[config.mk]
export PLATFORM = sky130hd
export DESIGN_NAME = axil_reg_if_wr
export DESIGN_NICKNAME = d
export VERILOG_FILES = /design/src/rtl/axil_reg_if_wr.sv
export SDC_FILE = /design/constraint.sdc
export NUM_CORES = 1
export LEC_CHECK = 0
export CORE_ASPECT_RATIO = 0.6
export CORE_MARGIN = 8
export CORE_UTILIZATION = 35
export DETAILED_ROUTE_END_ITERATION = 6
export PLACE_DENSITY = 0.73
export REMOVE_ABC_BUFFERS = 1
export SYNTH_ARGS = -nofsm -noshare
export SYNTH_HDL_FRONTEND = slang
export SYNTH_SLANG_ARGS = --single-unit
[constraint.sdc]
create_clock -name clk -period 4.1 [get_ports clk]
set_clock_uncertainty 0.15 [all_clocks]
set_input_delay 0.615 -clock clk [delete_from_list [all_inputs] [get_ports clk]]
set_output_delay 0.615 -clock clk [all_outputs]
set_load 0.005 [all_outputs]
[src/rtl/axil_reg_if_wr.sv]
// AXI4-lite write slave that turns each AW/W pair into one register-port write.
// One transaction in flight; OKAY on register ack, SLVERR when the ack never comes.
module axil_reg_if_wr #(
  parameter int unsigned ADDR_WIDTH = 32,
  parameter int unsigned DATA_WIDTH = 32,
  parameter int unsigned STRB_WIDTH = DATA_WIDTH / 8,
  parameter int unsigned TIMEOUT    = 16
) (
  input  logic                  clk,
  input  logic                  rst,
  input  logic [ADDR_WIDTH-1:0] s_axil_awaddr,
  input  logic [2:0]            s_axil_awprot,
  input  logic                  s_axil_awvalid,
  output logic                  s_axil_awready,
  input  logic [DATA_WIDTH-1:0] s_axil_wdata,
  input  logic [STRB_WIDTH-1:0] s_axil_wstrb,
  input  logic                  s_axil_wvalid,
  output logic                  s_axil_wready,
  output logic [1:0]            s_axil_bresp,
  output logic                  s_axil_bvalid,
  input  logic                  s_axil_bready,
  output logic [ADDR_WIDTH-1:0] reg_wr_addr,
  output logic [DATA_WIDTH-1:0] reg_wr_data,
  output logic [STRB_WIDTH-1:0] reg_wr_strb,
  output logic                  reg_wr_en,
  input  logic                  reg_wr_ack
);

  localparam int unsigned LSB_BITS  = (STRB_WIDTH > 1) ? $clog2(STRB_WIDTH) : 0;
  localparam int unsigned CNT_WIDTH = (TIMEOUT > 0) ? $clog2(TIMEOUT + 1) : 1;
  localparam logic [ADDR_WIDTH-1:0] ADDR_MASK = ~ADDR_WIDTH'((64'd1 << LSB_BITS) - 64'd1);
  localparam logic [CNT_WIDTH-1:0]  CNT_LAST  = CNT_WIDTH'((TIMEOUT > 0) ? TIMEOUT - 1 : 0);
  localparam logic [1:0] RESP_OKAY   = 2'b00;
  localparam logic [1:0] RESP_SLVERR = 2'b10;

  typedef enum logic [1:0] {
    ST_IDLE  = 2'd0,
    ST_WRITE = 2'd1,
    ST_RESP  = 2'd2
  } state_t;

  state_t                  state_q, state_d;
  logic                    awready_q, awready_d;
  logic                    wready_q, wready_d;
  logic                    bvalid_q, bvalid_d;
  logic [1:0]              bresp_q, bresp_d;
  logic                    en_q, en_d;
  logic [ADDR_WIDTH-1:0]   addr_q, addr_d;
  logic [DATA_WIDTH-1:0]   data_q, data_d;
  logic [STRB_WIDTH-1:0]   strb_q, strb_d;
  logic [CNT_WIDTH-1:0]    cnt_q, cnt_d;
  logic                    aw_cap_q, aw_cap_d;
  logic                    w_cap_q, w_cap_d;
  logic                    aw_hs_c, w_hs_c;
  logic                    unused_prot_c;

  // Protection bits carry no meaning for a plain register port.
  assign unused_prot_c = ^s_axil_awprot;

  // Ready is only ever high while collecting, so these are the accepted beats.
  assign aw_hs_c = s_axil_awvalid && awready_q;
  assign w_hs_c  = s_axil_wvalid && wready_q;

  // State and output registers.
  always_ff @(posedge clk) begin
    if (rst) begin
      state_q   <= ST_IDLE;
      awready_q <= 1'b0;
      wready_q  <= 1'b0;
      bvalid_q  <= 1'b0;
      bresp_q   <= RESP_OKAY;
      en_q      <= 1'b0;
      addr_q    <= '0;
      data_q    <= '0;
      strb_q    <= '0;
      cnt_q     <= '0;
      aw_cap_q  <= 1'b0;
      w_cap_q   <= 1'b0;
    end else begin
      state_q   <= state_d;
      awready_q <= awready_d;
      wready_q  <= wready_d;
      bvalid_q  <= bvalid_d;
      bresp_q   <= bresp_d;
      en_q      <= en_d;
      addr_q    <= addr_d;
      data_q    <= data_d;
      strb_q    <= strb_d;
      cnt_q     <= cnt_d;
      aw_cap_q  <= aw_cap_d;
      w_cap_q   <= w_cap_d;
    end
  end

  // Next-state and next-output logic.
  always_comb begin
    state_d   = state_q;
    awready_d = awready_q;
    wready_d  = wready_q;
    bvalid_d  = bvalid_q;
    bresp_d   = bresp_q;
    en_d      = en_q;
    addr_d    = addr_q;
    data_d    = data_q;
    strb_d    = strb_q;
    cnt_d     = cnt_q;
    aw_cap_d  = aw_cap_q;
    w_cap_d   = w_cap_q;

    case (state_q)
      ST_IDLE: begin
        aw_cap_d = aw_cap_q | aw_hs_c;
        w_cap_d  = w_cap_q | w_hs_c;
        if (aw_hs_c) addr_d = s_axil_awaddr & ADDR_MASK;
        if (w_hs_c) begin
          data_d = s_axil_wdata;
          strb_d = s_axil_wstrb;
        end
        awready_d = !aw_cap_d;
        wready_d  = !w_cap_d;
        if (aw_cap_d && w_cap_d) begin
          awready_d = 1'b0;
          wready_d  = 1'b0;
          if (strb_d != '0) begin
            state_d = ST_WRITE;
            en_d    = 1'b1;
            cnt_d   = '0;
          end else begin
            // Nothing to write: answer straight away.
            state_d  = ST_RESP;
            bvalid_d = 1'b1;
            bresp_d  = RESP_OKAY;
          end
        end
      end
      ST_WRITE: begin
        if (reg_wr_ack) begin
          state_d  = ST_RESP;
          en_d     = 1'b0;
          bvalid_d = 1'b1;
          bresp_d  = RESP_OKAY;
        end else if ((TIMEOUT != 0) && (cnt_q == CNT_LAST)) begin
          state_d  = ST_RESP;
          en_d     = 1'b0;
          bvalid_d = 1'b1;
          bresp_d  = RESP_SLVERR;
        end else begin
          cnt_d = cnt_q + CNT_WIDTH'(1);
        end
      end
      ST_RESP: begin
        if (s_axil_bready) begin
          state_d   = ST_IDLE;
          bvalid_d  = 1'b0;
          aw_cap_d  = 1'b0;
          w_cap_d   = 1'b0;
          awready_d = 1'b1;
          wready_d  = 1'b1;
        end
      end
      default: begin
        state_d = ST_IDLE;
      end
    endcase
  end

  assign s_axil_awready = awready_q;
  assign s_axil_wready  = wready_q;
  assign s_axil_bvalid  = bvalid_q;
  assign s_axil_bresp   = bresp_q;
  assign reg_wr_en      = en_q;
  assign reg_wr_addr    = addr_q;
  assign reg_wr_data    = data_q;
  assign reg_wr_strb    = strb_q;

endmodule

==> out/metrics.yaml <==
synth.most_common_cell: "nand2_1"
ys_types: 36
cts_root_buffer: "clkbuf_16"
setup_tns_ns: 0
hold_path_depth: 2
tightest_slew_ns: 1.165
postSynthCellCount: 381
synth.area.top_cells: "dfxtp_1, nand2_1, a21oi_1, clkbuf_1, buf_4"
grtUsageTotal_pct: 15.10
max_slew_margin_pct: 22.13
ys_ff_latch: 80
dr_total_vias: 3044
clkTransAtPathRegs_ns: 0.06
die_w_um: 136.2
min_path_type: "register to register"
timing.final.crit_share_pct: 56.14
cts.sinks: 80
core_um2: 8458
grt_busiest_layer: "met2"
layout_min_cycle_time_ns: 2.302
pre_cts_ws_ns: 1.455
p_leak_nw: 1.689
port_buffers: 142
ctsHoldBuffers: 0
grt_use_met2_pct: 24.13
start_util_pct: 35.87
synth_edf_count: 0
met1_usage_pct: 18.54
antenna_cells: 0
area_delta_synth_final_pct: 58.27
vdd_ir_drop_max_mv: 0.2687
drv_slew: 0
synthArstFlopShare_pct: 0
arrival_ns: 2.33
fillers: 753
ys_seq_area_share_pct: 52.78
grt_max_degree: 44
cts_buffers: 9
routed_via_density: 4.855
drc: 0
grt_util_met3_pct: 6.186
cts_buffer_depth: 2
grt_pass1_wl_mm: 14.36
critPathLaunchType: "primary input"
whs_ns: 0.3022
place_congestion: 0.7974
ys_warn_count: 0
reg2reg_depth: 4
rsz0062_at_grt: "false"
grt_pass1_vias: 2779
num_io_pins: 151
max-cap-violations: 0
synth_top_area_share_pct: 52.78
drtPass1Iterations: 4
place_hpwl_mm: 6.855
outcome: "finished clean"
htree_levels: 3
wl_per_cell_um: 15.08
drive_above_1_share_pct: 4.466
path_class: "primary input to register"
finalNonFillerCells: 627
report.final.hold_viol_count: 0
syn_area_um2: 3034
synth_ff_type: "dfxtp_1"
die_area_um2: 12000
die_h_um: 88.12
grt_antenna_before_repair: 0
synth.avg_cell_area_um2: 7.964
std_cell_rows: 26
layout_setup_ws_ns: 1.798
critPathCaptureType: "register"
grt-ovfl-total: 0
cts_tree: "done"
cts_resized: 0
setup_viol: 0
synth_top_cell_by_area: "dfxtp_1"
cp_max_fo: 30
dp_cells: 611
p_per_area_nw_per_um2: 441.4
drt_iter0_drc: 147
crit_required_ns: 4.13
ant_nets: 0
final_nets: 589
cts_setup_buffers: 0
max_freq_mhz: 434.5
clk-insertion-delay-late_ns: 0.33
wirelength_mm: 9.457
synth_common_cells: "nand2_1, dfxtp_1, a21oi_1"
==> flip-flops by register name, indices dropped and copies added, names as in the netlist, 2 cells and up <==
name,cells
reg_wr_addr,30
cnt_q,5
reg_wr_data,32
state_q,2
reg_wr_strb,4
==> placed cells by master (no fill, tap or decap), types with 3 or more instances in the layout <==
cell type	count
a21oi_1	78
a31oi_1	3
bufinv_16	3
clkbuf_16	9
clkdlybuf4s50_1	141
conb_1	3
dfxtp_1	80
inv_1	3
nand2_1	137
nand3_1	6
nor2_1	7
nor3_1	3
nor4_1	3
o21ai_0	4
==> through the flow <==
stage | instance area, µm² | util (%) | power [mW]
detailed placement | 4466 | 52.80 | 1.242
floorplan | 2894 | - | 1.013
global placement | 4466 | 52.80 | 1.234
global route | 4802 | 56.78 | 2.220
finish | 4802 | 56.78 | 2.120
CTS | 4802 | 56.78 | 2.149
==> worst max-delay path: stages <==
cell,delay [ns]
clkdlybuf4s50_1,0.49
nand3_1,0.81
nand2_1,0.31
a21oi_1,0.09
==> area by class of cell <==
type                    instances  area (µm²)  area share (%)
flip-flops and latches         80        1602           33.35
multi-input cells             272        1281           26.68
well taps                     112       140.1           2.918
clock buffers                  10       229.0           4.768
repair buffers                144        1431           29.81
inverters                       3       11.26          0.2345
clock inverters                 6       107.6           2.241
==> cells by family (layout without fill, tap and decap cells) <==
| family | count (synthesis) | in the layout | share of synthesized area [%] |
|---|---|---|---|
| and+or+nand+nor | 169 | 169 | 23.30 |
| AOI/OAI and AO/OA | 95 | 95 | 16.74 |
| DFF | 80 | 80 | 52.78 |
| buffers and inverters | 31 | 163 | 5.237 |
| adders and majority gates | 2 | 2 | 0.8246 |
| muxes | 2 | 2 | 0.7010 |
| other | 1 | 3 | 0.1236 |
| xor gates and xnor gates | 1 | 1 | 0.2887 |
==> layer usage <==
| layer | up-vias | part of all wire (%) |
|---|---|---|
| met1 | 1419 | 47 |
| met4 | 0 | 0.49 |
| met3 | 7 | 7.7 |
| met2 | 103 | 44 |
| met5 | - | 0 |
| li1 | 1515 | - |
==> path summary, 6_finish.rpt <==
path	to	slack, ns	start
max	reg_wr_addr[6]	1.80	s_axil_awvalid
min	reg_wr_data[3]	0.30	reg_wr_data[3]
min reg2reg	reg_wr_data[3]	0.30	reg_wr_data[3]
max reg2reg	reg_wr_addr[6]	1.85	state_q[1]
==> power by group <==
part,switching (mW),internal [mW]
Clock,0.301,0.592
Combinational,0.164,0.194
Sequential,0.0347,0.834
Power figures use the tool's default switching activity.
